===== config.mk =====
export PLATFORM = sky130hd
export DESIGN_NAME = multicycle_ctrl
export DESIGN_NICKNAME = d
export VERILOG_FILES = /design/src/rtl/multicycle_ctrl.sv
export SDC_FILE = /design/constraint.sdc
export NUM_CORES = 1
export LEC_CHECK = 0
export CAP_MARGIN = 25
export CELL_PAD_IN_SITES_DETAIL_PLACEMENT = 1
export CELL_PAD_IN_SITES_GLOBAL_PLACEMENT = 2
export CORE_MARGIN = 3
export CORE_UTILIZATION = 19
export CTS_CLUSTER_DIAMETER = 100
export CTS_CLUSTER_SIZE = 28
export DETAILED_ROUTE_END_ITERATION = 10
export PLACE_DENSITY_LB_ADDON = 0.1
export RECOVER_POWER = 50
export SYNTH_ARGS = -nofsm -noshare
export SYNTH_HDL_FRONTEND = slang
export SYNTH_SLANG_ARGS = --single-unit

===== constraint.sdc =====
create_clock -name clk -period 2 [get_ports clk]
set_clock_uncertainty 0.15 [all_clocks]
set_input_delay 0.3 -clock clk [delete_from_list [all_inputs] [get_ports clk]]
set_output_delay 0.3 -clock clk [all_outputs]
set_load 0.05 [all_outputs]

===== src/rtl/multicycle_ctrl.sv =====
// Main sequencing FSM for the multi-cycle RV32I subset core: steps the shared
// datapath through fetch/decode/execute/memory/writeback and picks the ALU op.
module multicycle_ctrl #(
  parameter logic [3:0] RESET_STATE = 4'd0
) (
  input  logic       clk,
  input  logic       rst,
  input  logic [6:0] op,
  input  logic [2:0] funct3,
  input  logic       funct7b5,
  input  logic       zero,
  output logic       pcWrite,
  output logic       adrSrc,
  output logic       memWrite,
  output logic       irWrite,
  output logic [1:0] resultSrc,
  output logic [1:0] aluSrcA,
  output logic [1:0] aluSrcB,
  output logic       regWrite,
  output logic [1:0] immSrc,
  output logic [2:0] aluCtr,
  output logic       illegal,
  output logic [3:0] state_o
);

  typedef enum logic [3:0] {
    FETCH    = 4'd0,
    DECODE   = 4'd1,
    MEMADR   = 4'd2,
    MEMREAD  = 4'd3,
    MEMWB    = 4'd4,
    MEMWRITE = 4'd5,
    EXECR    = 4'd6,
    EXECI    = 4'd7,
    ALUWB    = 4'd8,
    BEQ      = 4'd9,
    JAL      = 4'd10,
    TRAP     = 4'd11
  } state_t;

  localparam logic [6:0] OP_LW   = 7'b0000011;
  localparam logic [6:0] OP_SW   = 7'b0100011;
  localparam logic [6:0] OP_R    = 7'b0110011;
  localparam logic [6:0] OP_I    = 7'b0010011;
  localparam logic [6:0] OP_BEQ  = 7'b1100011;
  localparam logic [6:0] OP_JAL  = 7'b1101111;

  state_t state;
  state_t nextState;
  state_t curState;

  function automatic logic functOk(input logic [2:0] f3);
    return (f3 == 3'b000) || (f3 == 3'b010) || (f3 == 3'b110) || (f3 == 3'b111);
  endfunction

  // funct7b5 only selects sub for register-register ops; there is no subi.
  function automatic logic [2:0] functDecode(input logic [2:0] f3, input logic f7b5,
                                             input logic isR);
    case (f3)
      3'b000:  return (isR && f7b5) ? 3'b001 : 3'b000;
      3'b010:  return 3'b101;
      3'b110:  return 3'b011;
      3'b111:  return 3'b010;
      default: return 3'b000;
    endcase
  endfunction

  always_ff @(posedge clk) begin
    if (rst) state <= state_t'(RESET_STATE);
    else     state <= nextState;
  end

  always_comb begin
    immSrc = 2'b00;
    case (op)
      OP_SW:   immSrc = 2'b01;
      OP_BEQ:  immSrc = 2'b10;
      OP_JAL:  immSrc = 2'b11;
      default: immSrc = 2'b00;
    endcase
  end

  always_comb begin
    // While in reset the outputs present the reset state, with writes suppressed below.
    curState  = rst ? state_t'(RESET_STATE) : state;
    nextState = FETCH;
    pcWrite   = 1'b0;
    adrSrc    = 1'b0;
    memWrite  = 1'b0;
    irWrite   = 1'b0;
    resultSrc = 2'b00;
    aluSrcA   = 2'b00;
    aluSrcB   = 2'b00;
    regWrite  = 1'b0;
    aluCtr    = 3'b000;
    illegal   = 1'b0;
    case (curState)
      FETCH: begin
        irWrite   = 1'b1;
        aluSrcB   = 2'b10;
        resultSrc = 2'b10;
        pcWrite   = 1'b1;
        nextState = DECODE;
      end
      DECODE: begin
        aluSrcA = 2'b01;
        aluSrcB = 2'b01;
        case (op)
          OP_LW, OP_SW: nextState = MEMADR;
          OP_R:         nextState = functOk(funct3) ? EXECR : TRAP;
          OP_I:         nextState = functOk(funct3) ? EXECI : TRAP;
          OP_BEQ:       nextState = BEQ;
          OP_JAL:       nextState = JAL;
          default:      nextState = TRAP;
        endcase
      end
      MEMADR: begin
        aluSrcA = 2'b10;
        aluSrcB = 2'b01;
        if (op == OP_LW)      nextState = MEMREAD;
        else if (op == OP_SW) nextState = MEMWRITE;
        else                  nextState = TRAP;
      end
      MEMREAD: begin
        adrSrc    = 1'b1;
        nextState = MEMWB;
      end
      MEMWB: begin
        resultSrc = 2'b01;
        regWrite  = 1'b1;
      end
      MEMWRITE: begin
        adrSrc   = 1'b1;
        memWrite = 1'b1;
      end
      EXECR: begin
        aluSrcA   = 2'b10;
        aluCtr    = functDecode(funct3, funct7b5, 1'b1);
        nextState = ALUWB;
      end
      EXECI: begin
        aluSrcA   = 2'b10;
        aluSrcB   = 2'b01;
        aluCtr    = functDecode(funct3, funct7b5, 1'b0);
        nextState = ALUWB;
      end
      ALUWB: regWrite = 1'b1;
      BEQ: begin
        aluSrcA = 2'b10;
        aluCtr  = 3'b001;
        pcWrite = zero;
      end
      JAL: begin
        aluSrcA   = 2'b01;
        aluSrcB   = 2'b10;
        pcWrite   = 1'b1;
        nextState = ALUWB;
      end
      TRAP: begin
        illegal   = 1'b1;
        nextState = TRAP;
      end
      default: nextState = FETCH;
    endcase
    if (rst) begin
      pcWrite  = 1'b0;
      irWrite  = 1'b0;
      regWrite = 1'b0;
      memWrite = 1'b0;
    end
  end

  assign state_o = curState;

endmodule


==> results of run 1 <==
## cell usage in the layout, fill, tap and decap left out, types with 3 or more instances in the layout
cell type	count
dfxtp_4	4
nor2_1	5
inv_1	5
buf_4	19
o21ai_0	5
clkbuf_4	3
buf_12	20
clkdlybuf4s50_1	4
buf_6	3
dlygate4sd2_1	8
nor3_2	5
nand2_1	5
## area by class of cell
type                       instances  area share (%)
multi-input combinational         72           41.29
clock buffer                       3           1.438
tap                               44           3.514
inverter                           6           1.438
timing repair buffer              56           46.25
sequential                         4           6.070
## through the flow
stage               cell area [um2]  setup slack [ps]  power, mW  hold slack (ps)  cells
floorplan                     724.4            -94.92     0.7738            308.6     89
global route                   1567            -4.551      1.488            495.7    185
detailed placement             1428            -179.7      1.231            637.6    180
CTS                            1505             5.544      1.365            439.0    185
global placement               1428            -129.4      1.221            638.2    180
finish                         1567             42.88      1.411            452.5    185
## metal layers
layer	up-vias	GRT usage [%]	part of all wire, %
met3	2	1.070	2.3
met4	0	3.235	0.48
met2	22	25.42	54
met5	-	0	0
met1	432	17.43	43
li1	431	-	-
## critical path: cells and delay by family (launching register included)
family,cells,cell delay (ps)
DFF,1,370
AOI/OAI and AO/OA,1,170
buffers and inverters,2,210
and+or+nand+nor,1,520
## path summary, 6_finish.rpt
kind	from	to	slack, ps	cells past startpoint
max reg2reg	state[2]	state[0]	340	4
min	op[6]	state[2]	450	4
max	state[3]	aluCtr[0]	40	4
min reg2reg	state[0]	state[0]	520	2
## logic make-up (layout without fill, tap and decap cells)
logic type             after synthesis  after routing  synth area share, %
multiplexers                         2              2                3.175
buffers and inverters               13             65                9.919
XOR/XNOR                             2              2                2.778
flip-flops                           4              4                12.70
AND/OR/NAND/NOR                     46             46                45.04
AO/OA/AOI/OAI                       22             22                26.39
## power by group
part / total [mW] / internal (mW) / switching [mW]
clock: 0.0977 / 0.0669 / 0.0308
combinational: 1.13 / 0.542 / 0.592
sequential: 0.180 / 0.117 / 0.0630
total: 1.41 / 0.725 / 0.686
## timing repair
action / 4_1_cts / 5_1_grt
buffers inserted: 2 / 0
gates resized for setup: 20 / 17
pin swaps: 6 / 7
setup endpoints to repair: 12 / 6
==> metrics.yaml, run 1 <==
yosys:
  yosysSeqAreaShare_pct: 12.70
  synth_cell_types: 41
  yosysTopAreaCellShare_pct: 12.70
  synthFlopType: "dfxtp_1"
  avgSynthCellArea_um2: 7.085
  synthTopCellsByArea: "dfxtp_1 (13%), nor3_1 (6.3%), nor2b_1 (5.0%)"
  synth_most_common_cell: "nor3_1"
  synth_edf_count: 0
  ys_ff_latch: 4
  async_reset_ff_share_pct: 0
  synth_area_leader_cell: "dfxtp_1"
  mappedNetlistArea_um2: 630.6
  synthCells: 89
  mappedNetlistNets: 103
  ys_warn_count: 0
  synthTopCellsByCount: "nor3_1 (8), nand2_1 (6), nor2_1 (6)"
run:
  maxCapViolCount: 0
clocking:
  clk_latency_ps: 230
  clk_path_buf_depth: 2
  htreeDepth: 1
  cts_sinks: 4
  cts_buffers: 3
  path_clk_slew_ps: 40
  cts_hold_buf: 0
  clockRootBuffer: "clkbuf_4"
  cts_tree: "done"
place:
  gp_congestion: 0.7322
  post-dp-hpwl_mm: 2.203
  port_buffers: 34
detailed_routing:
  ant_nets: 0
  via_per_inst: 4.795
  wirelength_mm: 2.706
  drc_errors: 0
  wl_per_cell_um: 14.63
  drt_iter0_drc: 30
  first_pass_iters: 2
  vias: 887
floorplan:
  core_area_um2: 3103
  ios: 35
  initial_core_util_pct: 20.32
  die_y_um: 63.61
  rows: 20
  dieWidth_um: 63.61
  die_area_um2: 4046
final_layout:
  drive_gt1_share_pct: 56.03
  nets: 157
  ff_latch_area_um2: 95.09
  max_flop_register: "state"
  largest_reg_flops: 4
  multi_input_area_um2: 646.9
  largestRegisters: "state x4"
  diodes: 0
  final_core_util_pct: 50.48
  num-fill-cells: 358
  area_growth_pct: 148.4
sta:
  tns_ps: 0
  min_period_ps: 1957
  hold_viol_final: 0
  max_freq_mhz: 511.0
  slew_headroom_pct: 74.45
  tightest_slew_ps: 379.1
  slew_viol_final: 0
  fin_crit_sh_pct: 97.86
  setup_violations: 0
hold_path:
  hold_path_class: "in2reg"
grt:
  grt_pass1_vias: 932
  grt_pass1_wl_mm: 4.547
  grt_overflow: 0
  grtUsageTotal_pct: 13.90
  grt_max_degree: 11
  antenna_found_initial: 0
setup_path:
  endpoint_kind: "output pin"
  cp.required_ps: 1550
  cp_cell_sequence: "inv_2 > or4_4 > a21oi_4 > buf_12"
  crit_type: "reg2out"
  crit_fanout: 4
  arrival_ps: 1510
  slowest_delay_ps: 520
  cp_slowest_cell: "or4_4"
  critPathLaunchType: "flip-flop"
power:
  powerDensity_nw_per_um2: 900.7
  p_leak_nw: 0.6196
  vdd_drop_max_mv: 0.2445
outcome:
  run_status: "finished, final reports clean"
(Power assumes the default switching activity.)
==> run 2, diff against run 1 <==
CAP_MARGIN = 20   (was 25)
TNS_END_PERCENT = 10   (was unset)
==> metrics.yaml, run 2 (synthesis results as in run 1) <==
outcome:
  run_status: "finished with violations"
  violations: "setup timing"
sta:
  max_freq_mhz: 499.8
  tightest_slew_ps: 503.9
  slew_headroom_pct: 66.36
  rsz0062_at_grt: "true"
  fin_ws_ps: -0.9850
  tns_ps: -0.9850
  min_period_ps: 2001
  finalHoldWorstSlack_ps: 379.8
  slew_viol_final: 0
  hold_viol_final: 0
  setup_violations: 1
  fin_crit_sh_pct: 100.0
power:
  vdd_drop_max_mv: 0.2481
  powerDensity_nw_per_um2: 870.6
  p_leak_nw: 0.6419
grt:
  grtUsageMet2_pct: 26.99
  grt_max_degree: 18
  grt_pass1_vias: 954
  met1_usage_pct: 14.89
  grt_overflow: 0
  grt_busiest_layer: "met2"
  grtUsageTotal_pct: 13.83
  grt_pass1_wl_mm: 4.436
  antenna_found_initial: 0
  met3_usage_pct: 1.783
detailed_routing:
  ant_nets: 0
  wirelength_mm: 2.602
  drc_errors: 0
  drt_iter0_drc: 13
  wl_per_cell_um: 14.06
  via_per_inst: 4.643
  vias: 859
  first_pass_iters: 4
clocking:
  cts_sinks: 4
  path_clk_slew_ps: 40
  clockRootBuffer: "clkbuf_4"
  clk_path_buf_depth: 2
  htreeDepth: 1
  cts_buffers: 3
  cts_tree: "done"
  cts_hold_buf: 0
  clk_latency_ps: 240
setup_path:
  cp.required_ps: 1550
  crit_fanout: 3
  endpoint_kind: "output pin"
  worst-r2r-setup-slack_ps: 430
  arrival_ps: 1550
  crit_type: "in2out"
  critPathLaunchType: "input port"
final_layout:
  final_common_cell: "buf_12"
  drive_gt1_share_pct: 54.61
  diodes: 0
  area_growth_pct: 142.7
  nets: 157
  largest_reg_flops: 4
  final_cell_mix: "buf_12 (21), buf_4 (20), clkdlybuf4s50_1 (6)"
  largestRegisters: "state x4"
  max_flop_register: "state"
hold_path:
  hold_path_class: "in2reg"
floorplan:
  rows: 20
  initial_core_util_pct: 20.32
  die_y_um: 63.61
  die_area_um2: 4046
  dieWidth_um: 63.61
  core_area_um2: 3103
  ios: 35
place:
  gp_congestion: 0.7845
  post-dp-hpwl_mm: 2.180
  port_buffers: 34
run:
  maxCapViolCount: 0
-- run 2: cell types whose count changed in the layout (fill, tap and decap cells not counted), moves of 2 or more --
cell,before,now
dlygate4sd2_1,8,4
dlymetal6s2s_1,1,4
nor3_1,2,5
and4_1,2,0
and4_4,0,2
buf_6,3,1
clkdlybuf4s50_1,4,6
dfxtp_2,0,2
dfxtp_4,4,2
nor3_2,5,3
-- run 2: power breakdown --
group / total, mW / leakage, nW / internal (mW) / switching [mW]
combinational: 1.07 / 0.593 / 0.496 / 0.574
sequential: 0.163 / 0.0350 / 0.114 / 0.0487
clock: 0.0993 / 0.0138 / 0.0670 / 0.0322
-- run 2: worst max-delay path, cell delays in order --
cell	delay, ps
clkdlybuf4s50_1	470
nand2_2	70
or3_4	410
a21oi_4	150
buf_12	150
-- run 2: layout make-up --
cell class	count	area, um2
Sequential cell	4	90.09
Timing Repair Buffer	56	726.9
Tap cell	44	55.05
Inverter	6	22.52
Fill cell	373	1573
Multi-Input combinational cell	72	613.1
Clock buffer	3	22.52
-- run 2: through the flow --
step | instances | util (%) | power, mW | cell area (um2) | setup WS [ps]
floorplan | 89 | - | 0.7277 | 670.6 | -330.2
global placement | 182 | 45.56 | 1.194 | 1414 | -194.2
detailed placement | 182 | 45.56 | 1.205 | 1414 | -272.8
CTS | 185 | 47.82 | 1.334 | 1484 | -19.06
global route | 185 | 49.31 | 1.422 | 1530 | -56.58
finish | 185 | 49.31 | 1.332 | 1530 | -0.9850
-- run 2: timing repair --
action,4_1_cts,5_1_grt
gates cloned,0,0
setup buffers,0,0
gates resized for setup,18,15
pin swaps,4,2
setup endpoints to repair,15,11
-- run 2: routing by layer --
| layer | vias up | wire length [um] |
|---|---|---|
| li1 | 432 | - |
| met4 | 0 | 26 |
| met5 | - | 0 |
| met2 | 25 | 1451 |
| met3 | 4 | 105 |
| met1 | 398 | 1019 |
-- run 2: final timing paths --
| check | endpoint | cells after the start | start |
|---|---|---|---|
| setup / recovery | immSrc[1] | 5 | op[0] |
| hold / removal | state[3] | 4 | op[4] |
| setup reg to reg | state[0] | 4 | state[3] |
| hold reg to reg | state[0] | 2 | state[2] |
